File: src/rtl/rf_wb_pkg.sv
// rtl/rf_wb_pkg.sv - shared widths and entry type for the register-file write-back queue
// Purpose: register-address width, default data width and the queued-entry record.
// Ports: none (package).
package rf_wb_pkg;
  localparam int XLEN   = 32;
  localparam int REG_AW = 5;

  // One queued long-latency result. v=0 marks an entry superseded by a younger ALU write.
  typedef struct packed {
    logic              v;
    logic [REG_AW-1:0] rd;
    logic [XLEN-1:0]   d;
  } wb_entry_t;
endpackage

File: src/rtl/rf_wb_fifo.sv
// rtl/rf_wb_fifo.sv - long-latency result FIFO with rd kill and youngest-match lookup
// Purpose: holds pending long-latency results, clears valid bits on a younger write to the
//          same register, and answers two bypass lookups against the youngest live entry.
// Ports:
//   clk_i, rst_i             clock, asynchronous active-high reset
//   push_i/push_rd_i/push_data_i   enqueue a result (caller guarantees not full)
//   pop_i                    drop the head entry (caller guarantees not empty)
//   kill_i/kill_rd_i         clear valid on every entry (incl. one pushed now) with this rd
//   full_o, empty_o          occupancy flags
//   head_v_o/head_rd_o/head_data_o  head entry
//   look1_addr_i/look2_addr_i -> hit1_o/data1_o, hit2_o/data2_o   bypass lookups
module rf_wb_fifo
  import rf_wb_pkg::*;
#(
  parameter int DEPTH = 4,
  parameter int XLEN  = 32
) (
  input  logic              clk_i,
  input  logic              rst_i,
  input  logic              push_i,
  input  logic [REG_AW-1:0] push_rd_i,
  input  logic [XLEN-1:0]   push_data_i,
  input  logic              pop_i,
  input  logic              kill_i,
  input  logic [REG_AW-1:0] kill_rd_i,
  output logic              full_o,
  output logic              empty_o,
  output logic              head_v_o,
  output logic [REG_AW-1:0] head_rd_o,
  output logic [XLEN-1:0]   head_data_o,
  input  logic [REG_AW-1:0] look1_addr_i,
  input  logic [REG_AW-1:0] look2_addr_i,
  output logic              hit1_o,
  output logic [XLEN-1:0]   data1_o,
  output logic              hit2_o,
  output logic [XLEN-1:0]   data2_o
);
  localparam int AW = $clog2(DEPTH);

  // Pointers carry one extra bit so full and empty are distinguishable.
  logic [AW:0]       wr_ptr_q, rd_ptr_q;
  logic [AW:0]       count;
  logic              v_q  [DEPTH];
  logic [REG_AW-1:0] rd_q [DEPTH];
  logic [XLEN-1:0]   d_q  [DEPTH];

  assign count       = wr_ptr_q - rd_ptr_q;
  assign full_o      = (count == (AW+1)'(DEPTH));
  assign empty_o     = (count == '0);
  assign head_v_o    = v_q[rd_ptr_q[AW-1:0]];
  assign head_rd_o   = rd_q[rd_ptr_q[AW-1:0]];
  assign head_data_o = d_q[rd_ptr_q[AW-1:0]];

  always_ff @(posedge clk_i or posedge rst_i) begin
    if (rst_i) begin
      wr_ptr_q <= '0;
      rd_ptr_q <= '0;
      for (int i = 0; i < DEPTH; i++) v_q[i] <= 1'b0;
    end else begin
      if (kill_i) begin
        for (int i = 0; i < DEPTH; i++) begin
          if (rd_q[i] == kill_rd_i) v_q[i] <= 1'b0;
        end
      end
      // The pushed slot is never live, so this overrides the kill loop safely;
      // a same-cycle younger ALU write to the same rd kills it on arrival.
      if (push_i) begin
        v_q[wr_ptr_q[AW-1:0]] <= !(kill_i && (kill_rd_i == push_rd_i));
        wr_ptr_q <= wr_ptr_q + (AW+1)'(1);
      end
      if (pop_i) rd_ptr_q <= rd_ptr_q + (AW+1)'(1);
    end
  end

  // Payload needs no reset: it is only observed through valid bits.
  always_ff @(posedge clk_i) begin
    if (push_i) begin
      rd_q[wr_ptr_q[AW-1:0]] <= push_rd_i;
      d_q[wr_ptr_q[AW-1:0]]  <= push_data_i;
    end
  end

  // Scan oldest to youngest so the last match (the youngest) wins.
  function automatic logic [XLEN:0] lookup(input logic [REG_AW-1:0] addr);
    logic [XLEN:0] r;
    logic [AW-1:0] s;
    r = '0;
    for (int i = 0; i < DEPTH; i++) begin
      s = rd_ptr_q[AW-1:0] + AW'(i);
      if (((AW+1)'(i) < count) && v_q[s] && (rd_q[s] == addr) && (addr != '0))
        r = {1'b1, d_q[s]};
    end
    return r;
  endfunction

  always_comb begin
    {hit1_o, data1_o} = lookup(look1_addr_i);
    {hit2_o, data2_o} = lookup(look2_addr_i);
  end
endmodule

File: src/rtl/rf_writeback_queue.sv
// rtl/rf_writeback_queue.sv - register-file write-port arbiter for ALU and long-latency results
// Purpose: sole driver of the register-file write port. ALU results win the port unless the
//          long-latency FIFO head has been passed over STARVE_MAX times; decode gets a bypass
//          of pending values.
// Ports:
//   clk, reset                      clock, asynchronous active-high reset
//   alu_valid/alu_ready/alu_rd/alu_data   ALU result handshake (never buffered)
//   lu_valid/lu_ready/lu_rd/lu_data       long-latency result handshake (buffered)
//   wb_en/wb_addr/wb_data           registered register-file write port
//   rd_addr1/rd_addr2 -> fwd1_hit/fwd1_data, fwd2_hit/fwd2_data   read bypass
//   lu_pending                      FIFO non-empty
module rf_writeback_queue
  import rf_wb_pkg::*;
#(
  parameter int DEPTH      = 4,
  parameter int STARVE_MAX = 3,
  parameter int XLEN       = rf_wb_pkg::XLEN
) (
  input  logic              clk,
  input  logic              reset,
  input  logic              alu_valid,
  output logic              alu_ready,
  input  logic [REG_AW-1:0] alu_rd,
  input  logic [XLEN-1:0]   alu_data,
  input  logic              lu_valid,
  output logic              lu_ready,
  input  logic [REG_AW-1:0] lu_rd,
  input  logic [XLEN-1:0]   lu_data,
  output logic              wb_en,
  output logic [REG_AW-1:0] wb_addr,
  output logic [XLEN-1:0]   wb_data,
  input  logic [REG_AW-1:0] rd_addr1,
  input  logic [REG_AW-1:0] rd_addr2,
  output logic              fwd1_hit,
  output logic [XLEN-1:0]   fwd1_data,
  output logic              fwd2_hit,
  output logic [XLEN-1:0]   fwd2_data,
  output logic              lu_pending
);
  localparam int SW = $clog2(STARVE_MAX + 1);

  logic [SW-1:0]     starve_q, starve_d;
  logic              wb_en_q, wb_en_d;
  logic [REG_AW-1:0] wb_addr_q, wb_addr_d;
  logic [XLEN-1:0]   wb_data_q, wb_data_d;

  logic              alu_win, alu_wr, lu_push, pop;
  logic              f_full, f_empty, f_head_v, f_hit1, f_hit2;
  logic [REG_AW-1:0] f_head_rd;
  logic [XLEN-1:0]   f_head_d, f_data1, f_data2;

  rf_wb_fifo #(.DEPTH(DEPTH), .XLEN(XLEN)) u_fifo (
    .clk_i        (clk),
    .rst_i        (reset),
    .push_i       (lu_push),
    .push_rd_i    (lu_rd),
    .push_data_i  (lu_data),
    .pop_i        (pop),
    .kill_i       (alu_wr),
    .kill_rd_i    (alu_rd),
    .full_o       (f_full),
    .empty_o      (f_empty),
    .head_v_o     (f_head_v),
    .head_rd_o    (f_head_rd),
    .head_data_o  (f_head_d),
    .look1_addr_i (rd_addr1),
    .look2_addr_i (rd_addr2),
    .hit1_o       (f_hit1),
    .data1_o      (f_data1),
    .hit2_o       (f_hit2),
    .data2_o      (f_data2)
  );

  always_comb begin
    alu_ready = (starve_q != SW'(STARVE_MAX));
    lu_ready  = !f_full;
    alu_win   = alu_valid && alu_ready;
    // rd==0 transfers complete their handshake but produce no write or enqueue.
    alu_wr    = alu_win && (alu_rd != '0);
    lu_push   = lu_valid && lu_ready && (lu_rd != '0);
    pop       = !alu_win && !f_empty;

    wb_en_d   = 1'b0;
    wb_addr_d = wb_addr_q;
    wb_data_d = wb_data_q;
    if (alu_wr) begin
      wb_en_d   = 1'b1;
      wb_addr_d = alu_rd;
      wb_data_d = alu_data;
    end else if (pop && f_head_v) begin
      wb_en_d   = 1'b1;
      wb_addr_d = f_head_rd;
      wb_data_d = f_head_d;
    end

    // alu_win implies starve_q < STARVE_MAX, so the increment cannot overflow.
    starve_d = starve_q;
    if (pop)                      starve_d = '0;
    else if (alu_win && !f_empty) starve_d = starve_q + SW'(1);
  end

  always_ff @(posedge clk or posedge reset) begin
    if (reset) begin
      starve_q  <= '0;
      wb_en_q   <= 1'b0;
      wb_addr_q <= '0;
      wb_data_q <= '0;
    end else begin
      starve_q  <= starve_d;
      wb_en_q   <= wb_en_d;
      wb_addr_q <= wb_addr_d;
      wb_data_q <= wb_data_d;
    end
  end

  assign wb_en      = wb_en_q;
  assign wb_addr    = wb_addr_q;
  assign wb_data    = wb_data_q;
  assign lu_pending = !f_empty;

  // FIFO entries are younger than whatever sits in the wb stage, so they take priority.
  always_comb begin
    fwd1_hit  = f_hit1;
    fwd1_data = f_data1;
    if (!f_hit1 && wb_en_q && (wb_addr_q == rd_addr1) && (rd_addr1 != '0)) begin
      fwd1_hit  = 1'b1;
      fwd1_data = wb_data_q;
    end
    fwd2_hit  = f_hit2;
    fwd2_data = f_data2;
    if (!f_hit2 && wb_en_q && (wb_addr_q == rd_addr2) && (rd_addr2 != '0)) begin
      fwd2_hit  = 1'b1;
      fwd2_data = wb_data_q;
    end
  end
endmodule
File: config.mk
export PLATFORM = sky130hd
export DESIGN_NAME = rf_writeback_queue
export DESIGN_NICKNAME = d
export VERILOG_FILES = /design/src/rtl/rf_wb_pkg.sv /design/src/rtl/rf_wb_fifo.sv /design/src/rtl/rf_writeback_queue.sv
export SDC_FILE = /design/constraint.sdc
export NUM_CORES = 1
export LEC_CHECK = 0
export ABC_AREA = 1
export BUFFER_PORTS_ARGS = -buffer_cell sky130_fd_sc_hd__buf_4
export CAP_MARGIN = 30
export CORE_AREA = 10 10 193 195
export DETAILED_ROUTE_END_ITERATION = 16
export DIE_AREA = 0 0 203 205
export GPL_ROUTABILITY_DRIVEN = 0
export GPL_TIMING_DRIVEN = 0
export PLACE_DENSITY = 0.64
export SKIP_CTS_REPAIR_TIMING = 1
export SLEW_MARGIN = 20
export SYNTH_ARGS = -nofsm -noshare
export SYNTH_HDL_FRONTEND = slang
export SYNTH_SLANG_ARGS = --single-unit
export TNS_END_PERCENT = 50
File: constraint.sdc
create_clock -name clk -period 6.6 [get_ports clk]
set_input_delay 0.66 -clock clk [delete_from_list [all_inputs] [get_ports clk]]
set_output_delay 0.66 -clock clk [all_outputs]
set_load 0.01 [all_outputs]
## Yosys cells after proc, flatten, opt, wreduce, memory -nomap -nowiden

Memory sizes are Yosys's and may differ from the RTL's.
Cells that the tools add are included.

| storage, ports and cells | value |
|---|---|
| output and inout port bits | 107 |
| memory bits (writable) | 148 |
| memories | 2 |
| bits of input ports | 88 |
| register bits | 50 |

| cells by class | value |
|---|---|
| muxes and demuxes | 43 |
| equality and inequality tests | 17 |
| add/subtract/negate cells | 7 |
| bitwise operators | 5 |
| magnitude comparators | 10 |
| reductions and logical operators | 48 |

Memory list:

| name | depth | bits a word | read ports | clocked after memory_dff | wr ports | line | source |
|---|---|---|---|---|---|---|---|
| u_fifo.d_q | 4 | 32 | 4 | 0 | 1 | rf_wb_fifo.sv:45 | `logic [XLEN-1:0] d_q [DEPTH];` |
| u_fifo.rd_q | 4 | 5 | 8 | 0 | 1 | rf_wb_fifo.sv:44 | `logic [REG_AW-1:0] rd_q [DEPTH];` |

Operator list:

| operator | count |
|---|---|
| 33-bit 2-to-1 mux | 8 |
| 32-bit 2-to-1 mux | 4 |
| 5-bit == test | 15 |
| 1-bit logical AND | 35 |
| 5-bit nonzero test | 4 |
| 1-bit 2-to-1 mux | 19 |
| 3-bit greater-or-equal comparator, second input constant | 5 |
| 2-bit inverter with 3-bit output | 5 |
| 5-bit 2-to-1 mux | 2 |
| 1-bit binary-select mux with 2-bit select | 4 |
| 4-bit 2-to-1 mux | 2 |
| 3-bit by 1-bit adder with 3-bit output, second input constant | 2 |
| 1-bit logical NOT | 6 |
| 1-bit by 3-bit less-than comparator with 1-bit output, first input constant | 2 |
| 2-bit by 3-bit less-than comparator with 1-bit output, first input constant | 2 |
| 2-bit by 1-bit adder with 2-bit output, second input constant | 2 |
| 2-bit adder, second input constant | 2 |
| 4-bit bitwise mux | 1 |
| 2-bit 2-to-1 mux | 2 |
| 2-bit nonzero test | 2 |
| 3-bit == test, second input constant | 1 |
| 3-bit logical NOT | 1 |
| 3-bit by 1-bit less-than comparator with 1-bit output, second input constant | 1 |
| 3-bit subtractor | 1 |
| 2 further kinds | 2 |

## Longest topological paths before layout

| logic depth | value |
|---|---|
| depth after elaboration | 16 |
| mapped depth | 18 |

## Modules after synthesis

A second synthesis with hierarchy kept.

| unflattened totals | value |
|---|---|
| cell total of the unflattened synthesis | 2389 |
| area, all modules | 16097.9 um2 |

Modules (own cells, without submodules):

| module | times used | seq. area each (um2) | area each (um2) | cells an instance |
|---|---|---|---|---|
| rf_wb_fifo | 1 | 4694.5 | 12748.5 | 1811 |
| rf_writeback_queue | 1 | 1001.0 | 3349.5 | 578 |

## Least setup slack after synthesis

No wires, ideal clock.

| path | value |
|---|---|
| path kind | reg2reg |
| start | register u_fifo.rd_ptr_q[1] |
| end | register u_fifo.v_q[0] (netlist name) |
| buffers on the path | 3 |
| setup time | 221 ps |
| setup slack | 2500 ps |
| required time | 6379 ps |
| data arrival time | 3880 ps |
| cell stages (with the launch flop) | 12 |
| clock period less this slack | 4100 ps |
| cell sequence | dfrtp_1 buf_4 inv_2 buf_2 buf_1 fa_1 nand3b_1 nand2_1 nand2_1 o311ai_1 nor2_1 o21ai_0 |

| on the way | value |
|---|---|
| longest elaborated chain between the ends | 6 |

RTL lines:

| what | line | source |
|---|---|---|
| start, declared | rf_wb_fifo.sv:41 | `logic [AW:0] wr_ptr_q, rd_ptr_q;` |
| start signal, assigned | rf_wb_fifo.sv:71 | `if (pop_i) rd_ptr_q <= rd_ptr_q + (AW+1)'(1);` |
| 3-bit subtractor | rf_wb_fifo.sv:47 | `assign count = wr_ptr_q - rd_ptr_q;` |
| 3-bit == test | rf_wb_fifo.sv:48 | `assign full_o = (count == (AW+1)'(DEPTH));` |
| 1-bit logical NOT | rf_writeback_queue.sv:76 | `lu_ready = !f_full;` |
| via lu_ready | rf_writeback_queue.sv:26 | `output logic lu_ready,` |
| 1-bit logical AND (2 in a row) | rf_writeback_queue.sv:80 | `lu_push = lu_valid && lu_ready && (lu_rd != '0);` |
| 4-bit 2-to-1 mux | rf_wb_fifo.sv:67 | `if (push_i) begin` |
| end signal, assigned by index | rf_wb_fifo.sv:68 | `v_q[wr_ptr_q[AW-1:0]] <= !(kill_i && (kill_rd_i == push_rd_i));` |
| end, declared | rf_wb_fifo.sv:43 | `logic v_q [DEPTH];` |

The timed path passes the listed nets, and every way through them passes these cells.
A chain may end at the register's enable or synchronous reset.

## Worst setup path after layout

| path | value |
|---|---|
| start | register u_fifo.rd_ptr_q[1] |
| end | output fwd2_data[24] |

| on the way | value |
|---|---|
| longest elaborated chain between the ends | 16 |
| elaborated cells between the ends (all ways) | 51 |
| classes of those cells | add/sub: 4; order compare: 4; eq/ne: 4; mux: 17; bitwise: 4; reduce/logical: 16; memory: 2 |

RTL lines:

| what | line | source |
|---|---|---|
| parallel branches: the longest is 10 deep, another holds 3-bit subtractor | - |  |
| 33-bit 2-to-1 mux * | rf_wb_fifo.sv:90 | `if (((AW+1)'(i) < count) && v_q[s] && (rd_q[s] == addr) && (addr != '0))` |
| 1-bit logical NOT | rf_writeback_queue.sv:131 | `if (!f_hit2 && wb_en_q && (wb_addr_q == rd_addr2) && (rd_addr2 != '0)) begin` |
| 1-bit logical AND (3 in a row) | rf_writeback_queue.sv:131 |  |
| 32-bit 2-to-1 mux * | rf_writeback_queue.sv:131 |  |
| end, declared | rf_writeback_queue.sv:37 | `output logic [XLEN-1:0] fwd2_data,` |

Every way passes the cells marked *. The select of a mux whose other input is x is not followed.

==> impl.org <==
** Global routing
- Global routing met2 resource utilization :: 46.68%
- The number of antenna violations at the first check in global routing came to 0.
- After global routing, the most crowded layer is met2.
- Total global-route track usage :: a little under a third
- Fraction of met3 tracks used by global routing :: around 8.4%
- The number of global-route vias before repair is 15286.
- For this run the aggregate overflow at the end of global routing stands at 0.
- Entering global routing, the biggest net connects 37 pins.
- Global routing used 37.65% of the available met1 tracks.
- The first global-routing pass estimated 95360 um of wire.

** Worst setup path
- Slowest stage cell, crit path :: clkbuf_1
- In this design, the critical path's most frequently occurring cell is nand2_1.
- Among cell families on the critical path, the largest total delay comes from buffers and inverters.
- Slowest Stage Delay on Critical Path :: 0.65 ns
- Counting both buffers and inverters, the worst setup path holds a total of 6.
- In this run the worst path has a maximum fanout of 10.
- Kind of critical path :: reg -> out
- Cell-by-cell listing of the critical path :: buf_4 -> inv_2 -> buf_2 -> buf_1 -> fa_1 -> nand3b_1 -> nand2_1 -> o21ai_1 -> nor3_1 -> nand2_1 -> clkbuf_1 -> nand3_1 -> nand2_1 -> nand2_1 -> nand2_1 -> buf_4
- STA classifies the critical path endpoint as an output pin.
- Data on the critical path arrives at its endpoint at 4.48 ns.
- Worst endpoint required time :: 5.94 ns
- Crit path launch type :: register

** Clock tree
- Deepest clock path buffer count :: 2
- Total CTS buffers :: 17
- Clk Tree Root Cell :: clkbuf_16
- Clock latency on the worst-skew pair :: 0.47 ns
- The clock tree synthesis step divided the H-tree into 4 levels.
- After clock tree synthesis, the clock-pin slew on the worst setup and hold paths is 0.09 ns.
- Sink count of the clock tree :: between 150 and 200
- TritonCTS built the clock tree.

** Drt
- Per-cell routed wire length :: 23.25 um
- Via count :: ~16000
- The pre-antenna-repair detailed-routing pass consisted of 9 iterations.
- Remaining DRCs :: 0
- After the first detailed-routing iteration, the DRC count stood at 2199.
- In this run the remaining antenna-violating nets after routing total 0.
- After detailed routing, the number of vias per cell comes to 5.839.
- Total Routed Length :: between 60000 and 70000 um

** Timing
- Finish-stage setup viols :: 0
- The final critical path takes up 77.85% of the cycle.
- Least-Margin Pin Slew :: 0.9912 ns
- Hold Violations, Final :: 0
- In the final timing run, aggregate negative setup slack is 0 ns.
- Worst Setup Slack, final :: 1.462 ns
- Achievable clock frequency :: 194.6 MHz
- Clk_skew :: 0.01475 ns
- The number of pins exceeding their max-slew limit in the final report is 0.
- Headroom to the max-slew limit came out at 33.92%.
- Final worst path period need :: 5.138 ns
- The tightest hold path in the finished design has a slack of about 0.13 ns.
- Unrepaired setup endpoints after global routing :: false

** Finish
- Leaving out fill and tap cells, the most frequent cell in the layout is nand2_1.
- Post-route insts no fill :: 2812
- Final core area utilization :: 52.84%
- Area grow syn2layout :: 19.20%
- Fraction of final layout cells sized beyond drive strength 1 :: 15.74%
- In the final design database the tool counted 2446 nets.
- Post-route cell area :: 17590 um2
- Highest-count cells in the layout ignoring fill and taps :: nand2_1 (855), o21ai_0 (217), buf_4 (205)

** Power and ir drop
- Across the VDD grid, the largest voltage drop is between 0.2 and 0.3 mV.
- Power density of the placed cells :: 529.0 nW/um2
- Standby leakage power :: ~8.4 nW
- Final Power :: a little over 9 mW

** Logic synthesis
- The number of nets in the synthesized netlist is ~2200.
- Post-synth top area cell :: edfxtp_1
- Area share of the largest cell type after synthesis :: 30.12%
- Synthesized instance count :: 2132
- Number of warnings reported in the yosys synthesis log :: 0
- Predominant post-synthesis flop cell :: edfxtp_1
- Yosys mapped a number of flops with a built-in enable equal to 148.
- After synthesis, the netlist uses 45 different library cells.
- Ranking of synthesized cells by area :: edfxtp_1 (30%), nand2_1 (22%), dfrtp_1 (8.5%)
- Part of the Yosys area used for sequential elements :: 38.60%
- Synthesis inferred 198 register bits.
- In the synthesized netlist the async set-or-reset flop fraction comes to between 20% and 30%.
- Netlist area before placement :: 14750 um2
- Avg Synthesized Cell Area :: 6.920 um2

** Place
- Number of port buffers :: roughly 190
- Instance area after placement :: 16980 um2
- Before CTS, the worst setup slack after placement is approximately 2.1 ns.
- Placed Instances :: 2777
- Detailed placement ended at an HPWL of between 40000 and 50000 um.

** Floorplanning
- The die is 205 um tall.
- Number of top-level design ports :: 195
- In this run the core area contains 67 standard-cell rows.
- Full die area :: about 42000 um2
- Die extent in x :: 203 um
- The total area inside the core boundary comes to 33280 um2.
- Once the floorplan was initialized, standard cells occupied between 40 and 50% of the core.

** Run
- The tool flagged a number of max-cap violations equal to 0.

** Status
- The flow ran to the end, and the final reports show no timing, DRC or antenna violations.

** Hold path
- Class of the most critical hold timing path :: in -> async
-- power by group --
group	total (mW)	switching (mW)	internal [mW]
logic	6.15	4.27	1.88
clock network	1.07	0.558	0.509
registers	2.08	0.344	1.74
total	9.30	5.18	4.13
-- final cells by class --
class,instances,area (um2)
tap,448,560.5
inverter,165,631.9
buffer,128,689.4
multi-input combinational,1641,7784
clock buffer,17,425.4
fill,3283,15690
timing repair buffer,199,1638
antenna,1,2.502
sequential,198,5695
clock inverter,15,160.2
-- logic make-up after synthesis --
| group | share of synthesized area [%] |
|---|---|
| AOI/OAI and AO/OA | 12.74 |
| xor gates and xnor gates | 2.612 |
| adders and majority gates | 0.7293 |
| buffers and inverters | 8.938 |
| DFF | 38.60 |
| muxes | 2.714 |
| and+or+nand+nor | 33.67 |
-- sequential cells by signal, summed over array words and instances, names as in the netlist --
signal           flops
u_fifo.rd_q         20
wb_data             32
wb_addr              5
u_fifo.d_q         128
u_fifo.rd_ptr_q      3
u_fifo.wr_ptr_q      3
starve_q             2
wb_en                1
u_fifo.v_q           4
-- worst reg2reg max path: stages, from the launching register on --
cell	delay (ns)
dfrtp_1	0.41
buf_4	0.18
inv_2	0.08
buf_2	0.25
buf_1	0.49
fa_1	0.30
nand3b_1	0.16
nand2_1	0.19
nand2_1	0.20
o311ai_2	0.18
buf_4	0.22
nor2_4	0.39
buf_16	0.22
buf_12	0.21
-- final timing paths --
check                                                from  cells past startpoint                        endpoint  slack, ns
max                        u_fifo.rd_ptr_q[1]$_DFFE_PP0P_                     16                   fwd2_data[24]       1.46
min                                                 reset                      2          wb_addr[2]$_DFFE_PP0P_       0.13
max reg2reg                u_fifo.rd_ptr_q[1]$_DFFE_PP0P_                     13      u_fifo.d_q[3][2]$_DFFE_PP_       2.80
min reg2reg                u_fifo.wr_ptr_q[2]$_DFFE_PP0P_                      1  u_fifo.wr_ptr_q[2]$_DFFE_PP0P_       0.50
max in group asynchronous                           reset                      3  u_fifo.rd_ptr_q[2]$_DFFE_PP0P_       5.94
min in group clk                              lu_data[26]                      1     u_fifo.d_q[1][26]$_DFFE_PP_       0.39
-- cells in the mapped netlist (3+ instances only) --
cell and count:
ha_1 7, clkbuf_1 41, nand3_2 18, buf_1 14, xnor2_1 16, edfxtp_1 148, buf_6 12, inv_1 154
o21a_1 10, or2_2 13, xor2_1 28, nand2_2 9, buf_2 44, buf_4 17, o211ai_1 3, mux2i_1 40
nand2_1 855, o21ai_0 217, nand3_1 165, nor2_1 108, o41ai_1 4, inv_2 7, nor3_1 9, a31oi_1 34
dfrtp_1 50, nor2_2 3, nor2_4 6, o21ai_1 18, a21oi_1 62
-- routing by layer --
layer	part of all wire (%)	routed length, um
met2	43	28440
met1	37	24410
met4	6.9	4481
met3	12	8056
met5	0	0
Note: power is estimated with default switching activity, not from simulation.
